File: src/rtl/xor_arb_pkg.sv
// Shared types and helpers for the XOR-unit sharing arbiter and its picker.
package xor_arb_pkg;

    // Transaction phases of the arbiter.
    typedef enum logic [1:0] {
        IDLE  = 2'd0,
        ISSUE = 2'd1,
        WAIT  = 2'd2,
        RESP  = 2'd3
    } arb_state_t;

    // Default watchdog limit in cycles spent in ISSUE+WAIT.
    localparam int DEFAULT_TIMEOUT = 64;

    // (base + off) mod n for base < n and off <= n; a compare-and-subtract
    // rather than a true divider.
    function automatic int wrap_add(input int base, input int off, input int n);
        int s;
        s = base + off;
        return (s >= n) ? (s - n) : s;
    endfunction

    // Modulo-n increment of a requester index.
    function automatic int next_index(input int idx, input int n);
        return wrap_add(idx, 1, n);
    endfunction

endpackage

File: src/rtl/rr_picker.sv
// Combinational round-robin picker: first set bit of req scanning from ptr
// upward with wrap-around.
module rr_picker
    import xor_arb_pkg::*;
#(
    parameter int N_REQ = 4,
    parameter int ID_W  = $clog2(N_REQ)
) (
    input  logic [N_REQ-1:0] req,
    input  logic [ID_W-1:0]  ptr,
    output logic             found,
    output logic [ID_W-1:0]  winner
);

    logic [ID_W-1:0]  cand_idx [N_REQ];
    logic [N_REQ-1:0] cand_hit;

    // Candidate k is the requester k positions after the pointer.
    for (genvar gi = 0; gi < N_REQ; gi++) begin : g_cand
        assign cand_idx[gi] = ID_W'(wrap_add(int'(ptr), gi, N_REQ));
        assign cand_hit[gi] = req[cand_idx[gi]];
    end

    // Lowest candidate offset with a request wins.
    always_comb begin
        found  = 1'b0;
        winner = '0;
        for (int k = N_REQ - 1; k >= 0; k--) begin
            if (cand_hit[k]) begin
                found  = 1'b1;
                winner = cand_idx[k];
            end
        end
    end

endmodule

File: src/rtl/xor_share_arbiter.sv
// Shares one single-bit XOR unit between N_REQ requesters with round-robin
// arbitration, one transaction in flight, and a watchdog that turns a
// missing result into an error response.
module xor_share_arbiter
    import xor_arb_pkg::*;
#(
    parameter int N_REQ   = 4,
    parameter int ID_W    = $clog2(N_REQ),
    parameter int TIMEOUT = DEFAULT_TIMEOUT,
    parameter int TO_W    = $clog2(TIMEOUT + 1)
) (
    input  logic             clk,
    input  logic             reset_n,
    input  logic [N_REQ-1:0] req_valid,
    input  logic [N_REQ-1:0] req_a,
    input  logic [N_REQ-1:0] req_b,
    output logic [N_REQ-1:0] req_ready,
    output logic [N_REQ-1:0] rsp_valid,
    output logic             rsp_data,
    output logic             rsp_err,
    input  logic [N_REQ-1:0] rsp_ready,
    output logic             A_data,
    output logic             A_enable,
    input  logic             A_ready,
    output logic             B_data,
    output logic             B_enable,
    input  logic             B_ready,
    input  logic             Y_data,
    input  logic             Y_enable,
    output logic             Y_ready,
    output logic             busy,
    output logic [ID_W-1:0]  grant_id
);

    arb_state_t      state_reg, state_next;
    logic [ID_W-1:0] rr_ptr_reg, rr_ptr_next;
    logic [ID_W-1:0] grant_id_reg, grant_id_next;
    logic            a_reg, a_next;
    logic            b_reg, b_next;
    logic            a_acc_reg, a_acc_next;
    logic            b_acc_reg, b_acc_next;
    logic [TO_W-1:0] wd_reg, wd_next;
    logic            rsp_data_reg, rsp_data_next;
    logic            rsp_err_reg, rsp_err_next;

    logic            pick_found;
    logic [ID_W-1:0] pick_id;
    logic            wd_expired;

    rr_picker #(
        .N_REQ (N_REQ),
        .ID_W  (ID_W)
    ) u_picker (
        .req    (req_valid),
        .ptr    (rr_ptr_reg),
        .found  (pick_found),
        .winner (pick_id)
    );

    // Last watchdog cycle of ISSUE+WAIT; a result arriving now still wins.
    assign wd_expired = (wd_reg == TO_W'(TIMEOUT - 1));

    // Outputs decoded from state and latched registers only.
    assign A_enable = (state_reg == ISSUE) && !a_acc_reg;
    assign B_enable = (state_reg == ISSUE) && !b_acc_reg;
    assign A_data   = a_reg;
    assign B_data   = b_reg;
    assign Y_ready  = (state_reg == WAIT);
    assign busy     = (state_reg != IDLE);
    assign grant_id = grant_id_reg;
    assign rsp_data = rsp_data_reg;
    assign rsp_err  = rsp_err_reg;

    // One-hot response valid toward the current winner.
    for (genvar gi = 0; gi < N_REQ; gi++) begin : g_rsp_valid
        assign rsp_valid[gi] = (state_reg == RESP) && (grant_id_reg == ID_W'(gi));
    end

    // Next-state logic for the transaction FSM and its datapath registers.
    always_comb begin
        state_next    = state_reg;
        rr_ptr_next   = rr_ptr_reg;
        grant_id_next = grant_id_reg;
        a_next        = a_reg;
        b_next        = b_reg;
        a_acc_next    = a_acc_reg;
        b_acc_next    = b_acc_reg;
        wd_next       = wd_reg;
        rsp_data_next = rsp_data_reg;
        rsp_err_next  = rsp_err_reg;
        req_ready     = '0;

        case (state_reg)
            IDLE: begin
                if (pick_found) begin
                    req_ready[pick_id] = 1'b1;
                    a_next             = req_a[pick_id];
                    b_next             = req_b[pick_id];
                    grant_id_next      = pick_id;
                    a_acc_next         = 1'b0;
                    b_acc_next         = 1'b0;
                    wd_next            = '0;
                    state_next         = ISSUE;
                end
            end

            ISSUE: begin
                wd_next = wd_reg + TO_W'(1);
                if (A_enable && A_ready) begin
                    a_acc_next = 1'b1;
                end
                if (B_enable && B_ready) begin
                    b_acc_next = 1'b1;
                end
                if (wd_expired) begin
                    rsp_data_next = 1'b0;
                    rsp_err_next  = 1'b1;
                    state_next    = RESP;
                end else if (a_acc_next && b_acc_next) begin
                    state_next = WAIT;
                end
            end

            WAIT: begin
                wd_next = wd_reg + TO_W'(1);
                if (Y_enable) begin
                    rsp_data_next = Y_data;
                    rsp_err_next  = 1'b0;
                    state_next    = RESP;
                end else if (wd_expired) begin
                    rsp_data_next = 1'b0;
                    rsp_err_next  = 1'b1;
                    state_next    = RESP;
                end
            end

            RESP: begin
                if (rsp_ready[grant_id_reg]) begin
                    rr_ptr_next = ID_W'(next_index(int'(grant_id_reg), N_REQ));
                    state_next  = IDLE;
                end
            end

            default: begin
                state_next = IDLE;
            end
        endcase
    end

    // State and datapath registers with synchronous active-low reset.
    always_ff @(posedge clk) begin
        if (!reset_n) begin
            state_reg    <= IDLE;
            rr_ptr_reg   <= '0;
            grant_id_reg <= '0;
            a_reg        <= 1'b0;
            b_reg        <= 1'b0;
            a_acc_reg    <= 1'b0;
            b_acc_reg    <= 1'b0;
            wd_reg       <= '0;
            rsp_data_reg <= 1'b0;
            rsp_err_reg  <= 1'b0;
        end else begin
            state_reg    <= state_next;
            rr_ptr_reg   <= rr_ptr_next;
            grant_id_reg <= grant_id_next;
            a_reg        <= a_next;
            b_reg        <= b_next;
            a_acc_reg    <= a_acc_next;
            b_acc_reg    <= b_acc_next;
            wd_reg       <= wd_next;
            rsp_data_reg <= rsp_data_next;
            rsp_err_reg  <= rsp_err_next;
        end
    end

endmodule

File: config.mk
export PLATFORM = sky130hd
export DESIGN_NAME = xor_share_arbiter
export DESIGN_NICKNAME = d
export VERILOG_FILES = /design/src/rtl/xor_arb_pkg.sv /design/src/rtl/rr_picker.sv /design/src/rtl/xor_share_arbiter.sv
export SDC_FILE = /design/constraint.sdc
export NUM_CORES = 1
export LEC_CHECK = 0
export CAP_MARGIN = 20
export CORE_MARGIN = 2
export CORE_UTILIZATION = 40
export DETAILED_ROUTE_END_ITERATION = 10
export PLACE_DENSITY = 0.72
export SLEW_MARGIN = 5
export SYNTH_ARGS = -nofsm -noshare
export SYNTH_HDL_FRONTEND = slang
export SYNTH_SLANG_ARGS = --single-unit
File: constraint.sdc
create_clock -name clk -period 3.8 [get_ports clk]
set_clock_uncertainty 0.2 [all_clocks]
set_input_delay 0.95 -clock clk [delete_from_list [all_inputs] [get_ports clk]]
set_output_delay 0.95 -clock clk [all_outputs]
set_load 0.005 [all_outputs]
==> flow_summary.toml <==
[timing]
timing.final.crit_share_pct = 98.1
tightest_slew_ns = 0.578
rsz0062_at_grt = "false"
fmax_mhz = 268
layout_min_cycle_time_ns = 3.73
relSlewSlack_pct = 61.3
holdWs_ns = 0.304
maxSlewViolCount = 0
setup_viol = 0
hold_viol_final = 0

[cells_and_area]
final_common_cell = "clkdlybuf4s50_1"
nNetsFinal = 228
most-common-layout-cells = "clkdlybuf4s50_1 (34), dfxtp_1 (19), nor2_1 (15)"
nFillCells = 294
largest_reg_flops = 7
diodes = 0
areaGrowthSynthToFinish_pct = 37.9
multi_input_comb_area_um2 = 806
ff_latch_area_um2 = 380
layout-drive-gt1-share_pct = 7.65
post-route-util_pct = 57.2

[logic_synthesis]
synth_edf_count = 0
yosysSeqAreaShare_pct = 30.6
syn_area_um2 = 1240
async_flop_share_pct = 0
syn_inst = 153
ys_seq_elements = 19
yosys-top-cells-area = "dfxtp_1 (31%), mux2i_1 (9.6%), ha_1 (9.0%), nor2_1 (4.5%), a21oi_1 (3.6%)"
synth.avg_cell_area_um2 = 8.14
synth_compound_area_share_pct = 16.8
synth_nets = 184
yosys.area_share.simple_pct = 26.9
synth_xor_area_share_pct = 2.11
yosysTopAreaCell = "dfxtp_1"
ys.flop_type = "dfxtp_1"
synth_top_area_share_pct = 30.6
synthAdderAreaFrac_pct = 9.05
yosys-mux-area-fraction_pct = 9.65
synthDistinctLibCells = 37
ys_warn_count = 0
synth_top_family_by_area = "simple AND/OR/NAND/NOR gates"

[setup_path]
slowest_delay_ns = 0.51
critical-path-top-delay-family = "buffers and inverters"
crit_fanout = 5
cp_cell_sequence = "dlygate4sd2_1 > inv_1 > o22ai_1 > a211o_1 > or2_4 > nor2_1 > clkdlybuf4s50_1"
crit_arrival_ns = 2.58
worst-path-buf-inv = 3
crit_required_ns = 2.65
cp.depth = 7
rr_worst_depth = 6
cp-start-kind = "primary input"
path_class = "primary input to output pin"
endpoint_kind = "output pin"
slowest_stage = "clkdlybuf4s50_1"

[global_route]
grt_pass1_wl_um = 5280
grt_pass1_vias = 1238
grt_use_total_pct = 19.5
overflow = 0
grt_max_degree = 19
grt_antenna_before_repair = 0

[routing]
first_pass_iters = 4
vias = 1215
postRouteAntennaNets = 0
via_per_inst = 5.31
highest_layer = "met4"
met1_length_um = 1280
drt-wirelength-per-cell_um = 13.7
wl_met2_um = 1670
wl_met3_um = 137
initialDrtViolationCount = 46
routed_wl_um = 3130
drc_errors = 0

[placement]
dp_hpwl_um = 2570
portBuffers = 39
gp_congestion = 0.758

[clock_tree]
cts_buffers = 3
postCtsSetupBuffers = 0
clockRootBuffer = "clkbuf_4"
clock_latency_ns = 0.29
cts_tree = "yes"
cts.path.max_buffers = 2
clk_pin_slew_ns = 0.11
cts_sinks = 19
htreeDepth = 1

[power_and_ir_drop]
p_per_area_nw_per_um2 = 503
vdd_drop_max_uv = 258
p_leak_nw = 0.737

[status]
status = "finished clean"

[run]
drv_cap = 0

[floorplan]
dieArea_um2 = 3570
die_x_um = 59.8
die_h_um = 59.8
rows = 20
core_um2 = 3000
boundaryPins = 40
start_util_pct = 41.5

[worst_hold_path]
min_path_cells = 2
hp-class = "flop to flop"
-- report_power, final --
part	switching, mW	leakage, nW	internal (mW)
Sequential	0.0342	0.155	0.235
Clock	0.0614	0.0150	0.0408
Combinational	0.248	0.567	0.244
-- final timing paths --
kind,endpoint,slack [ns],from
setup / recovery,req_ready[3],0.07,req_valid[0]
hold / removal,rsp_data,0.30,rsp_data
hold reg to reg,rsp_data,0.30,rsp_data
setup reg to reg,state_reg[0],1.64,wd_reg[0]
-- layout make-up --
type,count,share of cell area [%]
timing repair buffer,45,25.0
inverter,9,1.97
sequential,19,22.2
tap,33,2.41
multi-input combinational,119,46.9
clock buffer,4,1.53
-- synth_stat cells, drive strengths merged (2+ instances only) --
cell and instances:
nand3 10, a21oi 9, or3 2, buf 4, nand2 11, ha 9, dfxtp 19, nor2b 7
o221ai 2, a21boi 2, o22ai 2, nor3 3, nor2 15, a21o 3, inv 9, xnor2 2
mux2i 12, clkbuf 2, nand2b 2, o21ai 8, and2 7
-- routing by layer --
metal	up-vias	GRT usage, %
met5	-	0
met4	0	7.30
met3	6	4.55
met2	31	35.2
met1	559	21.8
li1	619	-
-- worst register-to-register path: cells and delay by family (launching register included) --
kind	cells	cell delay, ns
AOI/OAI and AO/OA	2	0.62
and+or+nand+nor	3	0.63
DFF	1	0.39
adders and majority gates	1	0.23
-- cells by family (layout without fill, tap and decap cells) --
| kind of cell | Yosys count | count (layout) |
|---|---|---|
| adder cells (fa/ha/maj) | 9 | 9 |
| AND/OR/NAND/NOR | 63 | 63 |
| buffers and inverters | 15 | 58 |
| flip-flops | 19 | 19 |
| AO/OA/AOI/OAI | 32 | 32 |
| XOR/XNOR | 3 | 3 |
| multiplexers | 12 | 12 |
-- per-stage QoR --
| step | total power, mW | std cells | instance area, µm² | setup WS [ns] | TNS [ns] |
|---|---|---|---|---|---|
| detailed placement | 0.765 | 225 | 1690 | -0.199 | -0.645 |
| floorplan | 0.553 | 153 | 1240 | 0.718 | 0 |
| global placement | 0.749 | 225 | 1690 | -0.115 | -0.304 |
| finish | 0.864 | 229 | 1720 | 0.0730 | 0 |
| global route | 0.940 | 229 | 1720 | 0.0218 | 0 |
| CTS | 0.870 | 229 | 1720 | 0.0560 | 0 |
-- timing repair --
| action | in CTS | in global routing |
|---|---|---|
| endpoints found under the setup margin | 4 | 4 |
| hold buffers | 0 | 0 |
| gates resized for setup | 4 | 4 |
(Power assumes the default switching activity.)
